File: config.mk
export PLATFORM = sky130hd
export DESIGN_NAME = cv32e40px_x_commit_tracker
export DESIGN_NICKNAME = d
export VERILOG_FILES = /design/src/rtl/cv32e40px_x_commit_tracker.sv
export SDC_FILE = /design/constraint.sdc
export NUM_CORES = 1
export LEC_CHECK = 0
export CORE_ASPECT_RATIO = 1.75
export CORE_MARGIN = 3
export CORE_UTILIZATION = 64
export CTS_CLUSTER_SIZE = 10
export DETAILED_ROUTE_END_ITERATION = 7
export DONT_BUFFER_PORTS = 1
export PLACE_DENSITY = 0.8
export SLEW_MARGIN = 25
export SYNTH_ARGS = -nofsm -noshare
export SYNTH_HDL_FRONTEND = slang
export SYNTH_SLANG_ARGS = --single-unit
File: constraint.sdc
create_clock -name clk_i -period 3.94 [get_ports clk_i]
set_input_delay 0.591 -clock clk_i [delete_from_list [all_inputs] [get_ports clk_i]]
set_output_delay 0.591 -clock clk_i [all_outputs]
set_load 0.005 [all_outputs]
File: src/rtl/cv32e40px_x_commit_tracker.sv
// cv32e40px_x_commit_tracker: coprocessor-side CORE-V-XIF scoreboard.
// Tracks each accepted offloaded instruction by id through commit or kill.
// It only passes committed results that write back to the core, through a
// one-deep output register.
// Ports:
//   clk_i, rst_i        clock, asynchronous active-high reset
//   issue_*             issue channel observed from core/decoder
//   commit_*            commit channel (commit or kill by id)
//   ex_*                execution-unit result channel (valid/ready)
//   result_*            result channel towards the core (valid/ready)
//   outstanding_o       number of occupied slots
//   err_o               sticky protocol error
// Optional: define CV32E40PX_X_COMMIT_TRACKER_ERR_EN to build err_o
// detection; otherwise err_o is tied low.
module cv32e40px_x_commit_tracker #(
    parameter int X_ID_WIDTH  = 4,
    parameter int DEPTH       = 4,
    parameter int X_RFW_WIDTH = 32
) (
    input  logic                          clk_i,
    input  logic                          rst_i,
    input  logic                          issue_valid_i,
    output logic                          issue_ready_o,
    input  logic [X_ID_WIDTH-1:0]         issue_id_i,
    input  logic                          issue_accept_i,
    input  logic                          issue_writeback_i,
    input  logic                          commit_valid_i,
    input  logic [X_ID_WIDTH-1:0]         commit_id_i,
    input  logic                          commit_kill_i,
    input  logic                          ex_valid_i,
    output logic                          ex_ready_o,
    input  logic [X_ID_WIDTH-1:0]         ex_id_i,
    input  logic [X_RFW_WIDTH-1:0]        ex_data_i,
    input  logic [4:0]                    ex_rd_i,
    input  logic [X_RFW_WIDTH/32-1:0]     ex_we_i,
    output logic                          result_valid_o,
    input  logic                          result_ready_i,
    output logic [X_ID_WIDTH-1:0]         result_id_o,
    output logic [X_RFW_WIDTH-1:0]        result_data_o,
    output logic [4:0]                    result_rd_o,
    output logic [X_RFW_WIDTH/32-1:0]     result_we_o,
    output logic [$clog2(DEPTH+1)-1:0]    outstanding_o,
    output logic                          err_o
);
    localparam int WE_W  = X_RFW_WIDTH / 32;
    localparam int CNT_W = $clog2(DEPTH + 1);

    typedef enum logic [1:0] {
        S_FREE      = 2'd0,
        S_ISSUED    = 2'd1,
        S_COMMITTED = 2'd2,
        S_KILLED    = 2'd3
    } slot_e;

    slot_e                  r_state [DEPTH];
    logic [X_ID_WIDTH-1:0]  r_id    [DEPTH];
    logic [DEPTH-1:0]       r_wb;

    logic                   r_res_valid;
    logic [X_ID_WIDTH-1:0]  r_res_id;
    logic [X_RFW_WIDTH-1:0] r_res_data;
    logic [4:0]             r_res_rd;
    logic [WE_W-1:0]        r_res_we;

    logic [DEPTH-1:0]       w_live;
    logic [DEPTH-1:0]       w_iss_hit;
    logic [DEPTH-1:0]       w_cmt_hit;
    logic [DEPTH-1:0]       w_ex_hit;
    logic [DEPTH-1:0]       w_alloc;
    slot_e                  w_ex_state;
    logic                   w_ex_wb;
    logic [CNT_W-1:0]       w_count;

    logic                   w_issue_ready;
    logic                   w_issue_fire;
    logic                   w_same;
    slot_e                  w_cmt_state;
    slot_e                  w_alloc_state;
    logic                   w_ex_ready;
    logic                   w_ex_fire;
    logic                   w_ex_load;

    // Ids are unique among live slots, so every hit vector is at most
    // one-hot and the ex lookup needs no priority.
    always_comb begin
        w_live     = '0;
        w_iss_hit  = '0;
        w_cmt_hit  = '0;
        w_ex_hit   = '0;
        w_alloc    = '0;
        w_ex_state = S_FREE;
        w_ex_wb    = 1'b0;
        w_count    = '0;
        for (int i = 0; i < DEPTH; i++) begin
            w_live[i]    = (r_state[i] != S_FREE);
            w_iss_hit[i] = w_live[i] && (r_id[i] == issue_id_i);
            w_cmt_hit[i] = w_live[i] && (r_id[i] == commit_id_i);
            w_ex_hit[i]  = w_live[i] && (r_id[i] == ex_id_i);
            if (w_ex_hit[i]) begin
                w_ex_state = r_state[i];
                w_ex_wb    = r_wb[i];
            end
            if (!w_live[i] && (w_alloc == '0)) begin
                w_alloc[i] = 1'b1;
            end
            w_count = w_count + CNT_W'(w_live[i]);
        end
    end

    assign w_issue_ready = (w_live != {DEPTH{1'b1}}) && (w_iss_hit == '0);
    assign w_issue_fire  = issue_valid_i && w_issue_ready && issue_accept_i;
    assign w_cmt_state   = commit_kill_i ? S_KILLED : S_COMMITTED;

    // A commit for an id issued in the same cycle has no slot yet; the
    // new slot is born already committed or killed.
    assign w_same        = commit_valid_i && (commit_id_i == issue_id_i);
    assign w_alloc_state = w_same ? w_cmt_state : S_ISSUED;

    // ISSUED slots stall ex: the result may still be killed.
    always_comb begin
        w_ex_ready = 1'b0;
        if (ex_valid_i) begin
            unique case (w_ex_state)
                S_KILLED:    w_ex_ready = 1'b1;
                S_COMMITTED: w_ex_ready = !w_ex_wb || !r_res_valid ||
                                          result_ready_i;
                default:     w_ex_ready = 1'b0;
            endcase
        end
    end

    assign w_ex_fire = ex_valid_i && w_ex_ready;
    assign w_ex_load = w_ex_fire && (w_ex_state == S_COMMITTED) && w_ex_wb;

    always_ff @(posedge clk_i or posedge rst_i) begin
        if (rst_i) begin
            for (int i = 0; i < DEPTH; i++) begin
                r_state[i] <= S_FREE;
                r_id[i]    <= '0;
            end
            r_wb <= '0;
        end else begin
            for (int i = 0; i < DEPTH; i++) begin
                if (w_issue_fire && w_alloc[i]) begin
                    r_state[i] <= w_alloc_state;
                    r_id[i]    <= issue_id_i;
                    r_wb[i]    <= issue_writeback_i;
                end else if (w_ex_fire && w_ex_hit[i]) begin
                    r_state[i] <= S_FREE;
                end else if (commit_valid_i && w_cmt_hit[i] &&
                             (r_state[i] == S_ISSUED)) begin
                    r_state[i] <= w_cmt_state;
                end
            end
        end
    end

    always_ff @(posedge clk_i or posedge rst_i) begin
        if (rst_i) begin
            r_res_valid <= 1'b0;
            r_res_id    <= '0;
            r_res_data  <= '0;
            r_res_rd    <= '0;
            r_res_we    <= '0;
        end else if (w_ex_load) begin
            r_res_valid <= 1'b1;
            r_res_id    <= ex_id_i;
            r_res_data  <= ex_data_i;
            r_res_rd    <= ex_rd_i;
            r_res_we    <= ex_we_i;
        end else if (r_res_valid && result_ready_i) begin
            r_res_valid <= 1'b0;
        end
    end

    assign issue_ready_o  = w_issue_ready;
    assign ex_ready_o     = w_ex_ready;
    assign result_valid_o = r_res_valid;
    assign result_id_o    = r_res_id;
    assign result_data_o  = r_res_data;
    assign result_rd_o    = r_res_rd;
    assign result_we_o    = r_res_we;
    assign outstanding_o  = w_count;

`ifdef CV32E40PX_X_COMMIT_TRACKER_ERR_EN
    logic       r_err;
    logic [1:0] r_hold_cnt;
    logic       w_cmt_bad;
    logic       w_hold;
    logic       w_err_set;

    always_comb begin
        w_cmt_bad = 1'b0;
        for (int i = 0; i < DEPTH; i++) begin
            if (w_cmt_hit[i] && (r_state[i] != S_ISSUED)) begin
                w_cmt_bad = 1'b1;
            end
        end
    end

    // r_hold_cnt counts earlier consecutive cycles of issue_valid_i on a
    // live id; the third such cycle flags the error.
    assign w_hold    = issue_valid_i && (w_iss_hit != '0);
    assign w_err_set = (commit_valid_i && (w_cmt_hit == '0) &&
                        !(w_issue_fire && w_same)) ||
                       (commit_valid_i && w_cmt_bad) ||
                       (ex_valid_i && (w_ex_hit == '0)) ||
                       (w_hold && (r_hold_cnt == 2'd2));

    always_ff @(posedge clk_i or posedge rst_i) begin
        if (rst_i) begin
            r_err      <= 1'b0;
            r_hold_cnt <= 2'd0;
        end else begin
            r_err <= r_err || w_err_set;
            if (!w_hold) begin
                r_hold_cnt <= 2'd0;
            end else if (r_hold_cnt != 2'd2) begin
                r_hold_cnt <= r_hold_cnt + 2'd1;
            end
        end
    end

    assign err_o = r_err;
`else
    assign err_o = 1'b0;
`endif

endmodule

==> summary.md <==
| Metric | Value |
|---|---|
| Status | `finished, final reports clean` |
| Number of buffers created by CTS | `9` |
| Dpl ws | `0.760 ns` |
| Min-delay worst type | `in2async` |
| Final Hold Vio Count | `0` |
| Cell Area, Synth | `3960 um^2` |
| Drt first-iter violations | `104` |
| Die height | `110 um` |
| Tcrit/Tclk final | `0.787` |
| Worst setup SP type | `register` |
| GRT overflow | `0` |
| Router iterations before antenna repair | `4` |
| Maximum buffer depth of the clock tree | `2` |
| Register area share after synthesis | `0.449` |
| R2R Path Start | `r_state[7]$_DFFE_PP0P_` |
| Mapped Nets | `392` |
| Total core area | `5930 um^2` |
| Commonest non-fill, non-tap cell in the layout | `dfrtp_1` |
| Clk slew on worst S/H paths | `0.08 ns` |
| Fin nets | `383` |
| Clk Latency, worst-skew pair | `0.35 ns` |
| Leakage power | `2.04 nW` |
| Worst R2R End | `r_id[3]$_DFFE_PP0P_` |
| Final worst slack | `0.839 ns` |
| Setup Buffers After CTS | `0` |
| Area growth from synthesis to layout | `5.19%` |
| CP arrival | `3.33 ns` |
| GR Util All Layers | `0.253` |
| R2R cell count | `9` |
| Fmax achieved | `0.322 GHz` |
| Via density | `6.10` |
| Filler cell count in the final layout | `458` |
| Peak VDD IR | `395 uV` |
| ANT nets after route | `0` |
| Sw Ratio | `0.352` |
| Antenna cells | `0` |
| P per Cell Area | `680 nW/um^2` |
| Distinct cells, synth | `51` |
| P_sw | `0.996 mW` |
| CTS tree | `done` |
| Io pins | `108` |
| Layout cell share with drive strength beyond 1 | `0.248` |
| Cell total after placement | `385` |
| Clock Sinks | `71` |
| Register Area | `1780 um^2` |
| Vias in the first global route | `2644` |
| Yosys warnings | `0` |
| RSZ-0062 raised after global routing | `no` |
| Overall Power | `2.83 mW` |
| Final instance area | `4160 um^2` |
| Placer Congestion | `0.906` |
| Worst-path maximum fanout | `7` |
| Clk_skew | `0.00934 ns` |
| Actual slew at the worst max-slew pin | `0.813 ns` |
| Synth Flop Type | `dfrtp_1` |
| Synth async-reset ratio | `1.00` |
| Max-Cap Viols | `0` |
| Kind of critical path | `reg2reg` |
| Final core occ | `0.702` |
| First-pass GRT wire length | `13300 um` |
| Drt total wl | `8720 um` |
| Seq pwr share | `0.442` |
| WP data required | `4.17 ns` |
| CP endpoint kind | `register` |
| Area of the multi-input gates | `2000 um^2` |
| Initial antenna violation count | `0` |
| Layout Cells excl Fill | `401` |
| Starting Density | `0.668` |
| # rows | `37` |
| Syn avg cell area | `12.1 um^2` |
| Port buffer count | `0` |
| Pin count of the biggest net entering global routing | `43` |
| Final min period | `3.10 ns` |
| Resized cells post-CTS | `0` |
| Die X | `65.4 um` |
| CTS Hold Bufs | `0` |
| R2R Setup Slk | `0.84 ns` |
| Most frequent cells in the layout | `71 x dfrtp_1, 40 x mux2_4, 27 x xor2_1` |
| H-tree depth | `3` |
| Comb power frac | `0.330` |
| Slew HR | `0.457` |
| Vias | `2447` |
| Placed Area | `3940 um^2` |
| Setup TNS | `0 ns` |
| Slew Viols, Final | `0` |
| Dpl hpwl | `6790 um` |
| Register bit count reported by yosys | `71` |
| Pint | `1.83 mW` |
| Routed len/inst | `21.8 um` |
| # DRC | `0` |
| Worst Hold Slack | `0.283 ns` |
| Setup violators final | `0` |
| Root Driver | `clkbuf_8` |
| Clk pwr share | `0.229` |
| Post-synth EDFFs | `0` |
| DIE AREA | `7200 um^2` |
| Mapped Cells | `327` |
==> kinds of logic (layout without fill, tap and decap cells) <==
logic type / after synthesis / after routing / share of synthesized area
compound gates: 31 / 31 / 0.0623
xor+xnor: 50 / 50 / 0.111
fa+ha+maj: 6 / 6 / 0.0209
buf+inv: 37 / 33 / 0.0462
flops: 71 / 71 / 0.449
mux: 62 / 62 / 0.213
other cells: 1 / 1 / 0.000948
simple gates: 69 / 69 / 0.0968
==> sequential cells by signal (all words and copies together), names as in the netlist <==
signal	flops
r_wb	4
result_we_o	1
result_id_o	4
r_state	8
result_rd_o	5
r_id	16
result_valid_o	1
result_data_o	32
==> worst max-delay path: stages, from the launching register on <==
cell      delay [ns]
dfrtp_1         0.42
or2_2           0.38
ha_1            0.23
o21ai_0         0.08
o41ai_1         0.10
o21ai_0         0.16
o311ai_0        0.25
a31oi_1         0.40
and4_1          0.55
mux2_2          0.40
==> Yosys cell counts, types with 2 or more instances <==
| cell | instances | area share |
|---|---|---|
| a31oi_1 | 2 | 0.0032 |
| and2_1 | 2 | 0.0032 |
| and3_1 | 4 | 0.0063 |
| and4_1 | 2 | 0.0044 |
| buf_2 | 8 | 0.010 |
| buf_6 | 4 | 0.011 |
| clkbuf_1 | 8 | 0.0076 |
| dfrtp_1 | 71 | 0.45 |
| ha_1 | 5 | 0.016 |
| inv_1 | 16 | 0.015 |
| mux2_2 | 18 | 0.051 |
| mux2_4 | 40 | 0.15 |
| mux2i_1 | 4 | 0.010 |
| nand2_1 | 14 | 0.013 |
| nand3_1 | 8 | 0.010 |
| nand3b_1 | 3 | 0.0057 |
| nand4_1 | 3 | 0.0047 |
| nor2_1 | 12 | 0.011 |
| nor2b_1 | 3 | 0.0047 |
| nor3_1 | 9 | 0.011 |
| o211ai_1 | 2 | 0.0038 |
| o21ai_0 | 6 | 0.0076 |
| o221ai_1 | 2 | 0.0044 |
| o2bb2ai_1 | 3 | 0.0066 |
| o41ai_1 | 3 | 0.0066 |
| or2_2 | 2 | 0.0032 |
| xnor2_1 | 23 | 0.051 |
| xor2_1 | 27 | 0.060 |
==> how the worst max path moves through the flow <==
stage	startpoint	slack (ns)	end	cells after the start
after CTS	r_state[7]$_DFFE_PP0P_	0.82	r_id[10]$_DFFE_PP0P_	9
after global placement	ex_id_i[1]	0.81	result_we_o$_DFFE_PP0P_	7
final	r_state[7]$_DFFE_PP0P_	0.84	r_id[3]$_DFFE_PP0P_	9
after floorplan	ex_id_i[1]	1.31	ex_ready_o	7
after detailed placement	ex_id_i[3]	0.76	result_data_o[14]$_DFFE_PP0P_	7
after global routing	r_id[1]$_DFFE_PP0P_	0.59	result_id_o[1]$_DFFE_PP0P_	7
==> layer usage <==
layer,vias to the layer above,GRT usage,part of all wire
met5,-,0,0
met2,103,0.436,0.54
met3,31,0.0720,0.065
met1,1204,0.270,0.34
met4,0,0.154,0.047
li1,1109,-,-
==> power groups by stage <==
stage               clock network (mW)  logic (mW)  registers, mW
floorplan                            0       0.804           1.16
global placement                     0       0.893           1.25
detailed placement                   0       0.938           1.26
CTS                              0.656       0.942           1.25
global route                     0.686        1.03           1.28
finish                           0.647       0.933           1.25
==> layout make-up <==
class                   count  area share
inverters                  16      0.0144
flip-flops and latches     71       0.427
multi-input cells         219       0.480
clock buffers              12      0.0349
well taps                  78      0.0235
clock inverters             4      0.0186
repair buffers              1     0.00180
Power figures use the tool's default switching activity.
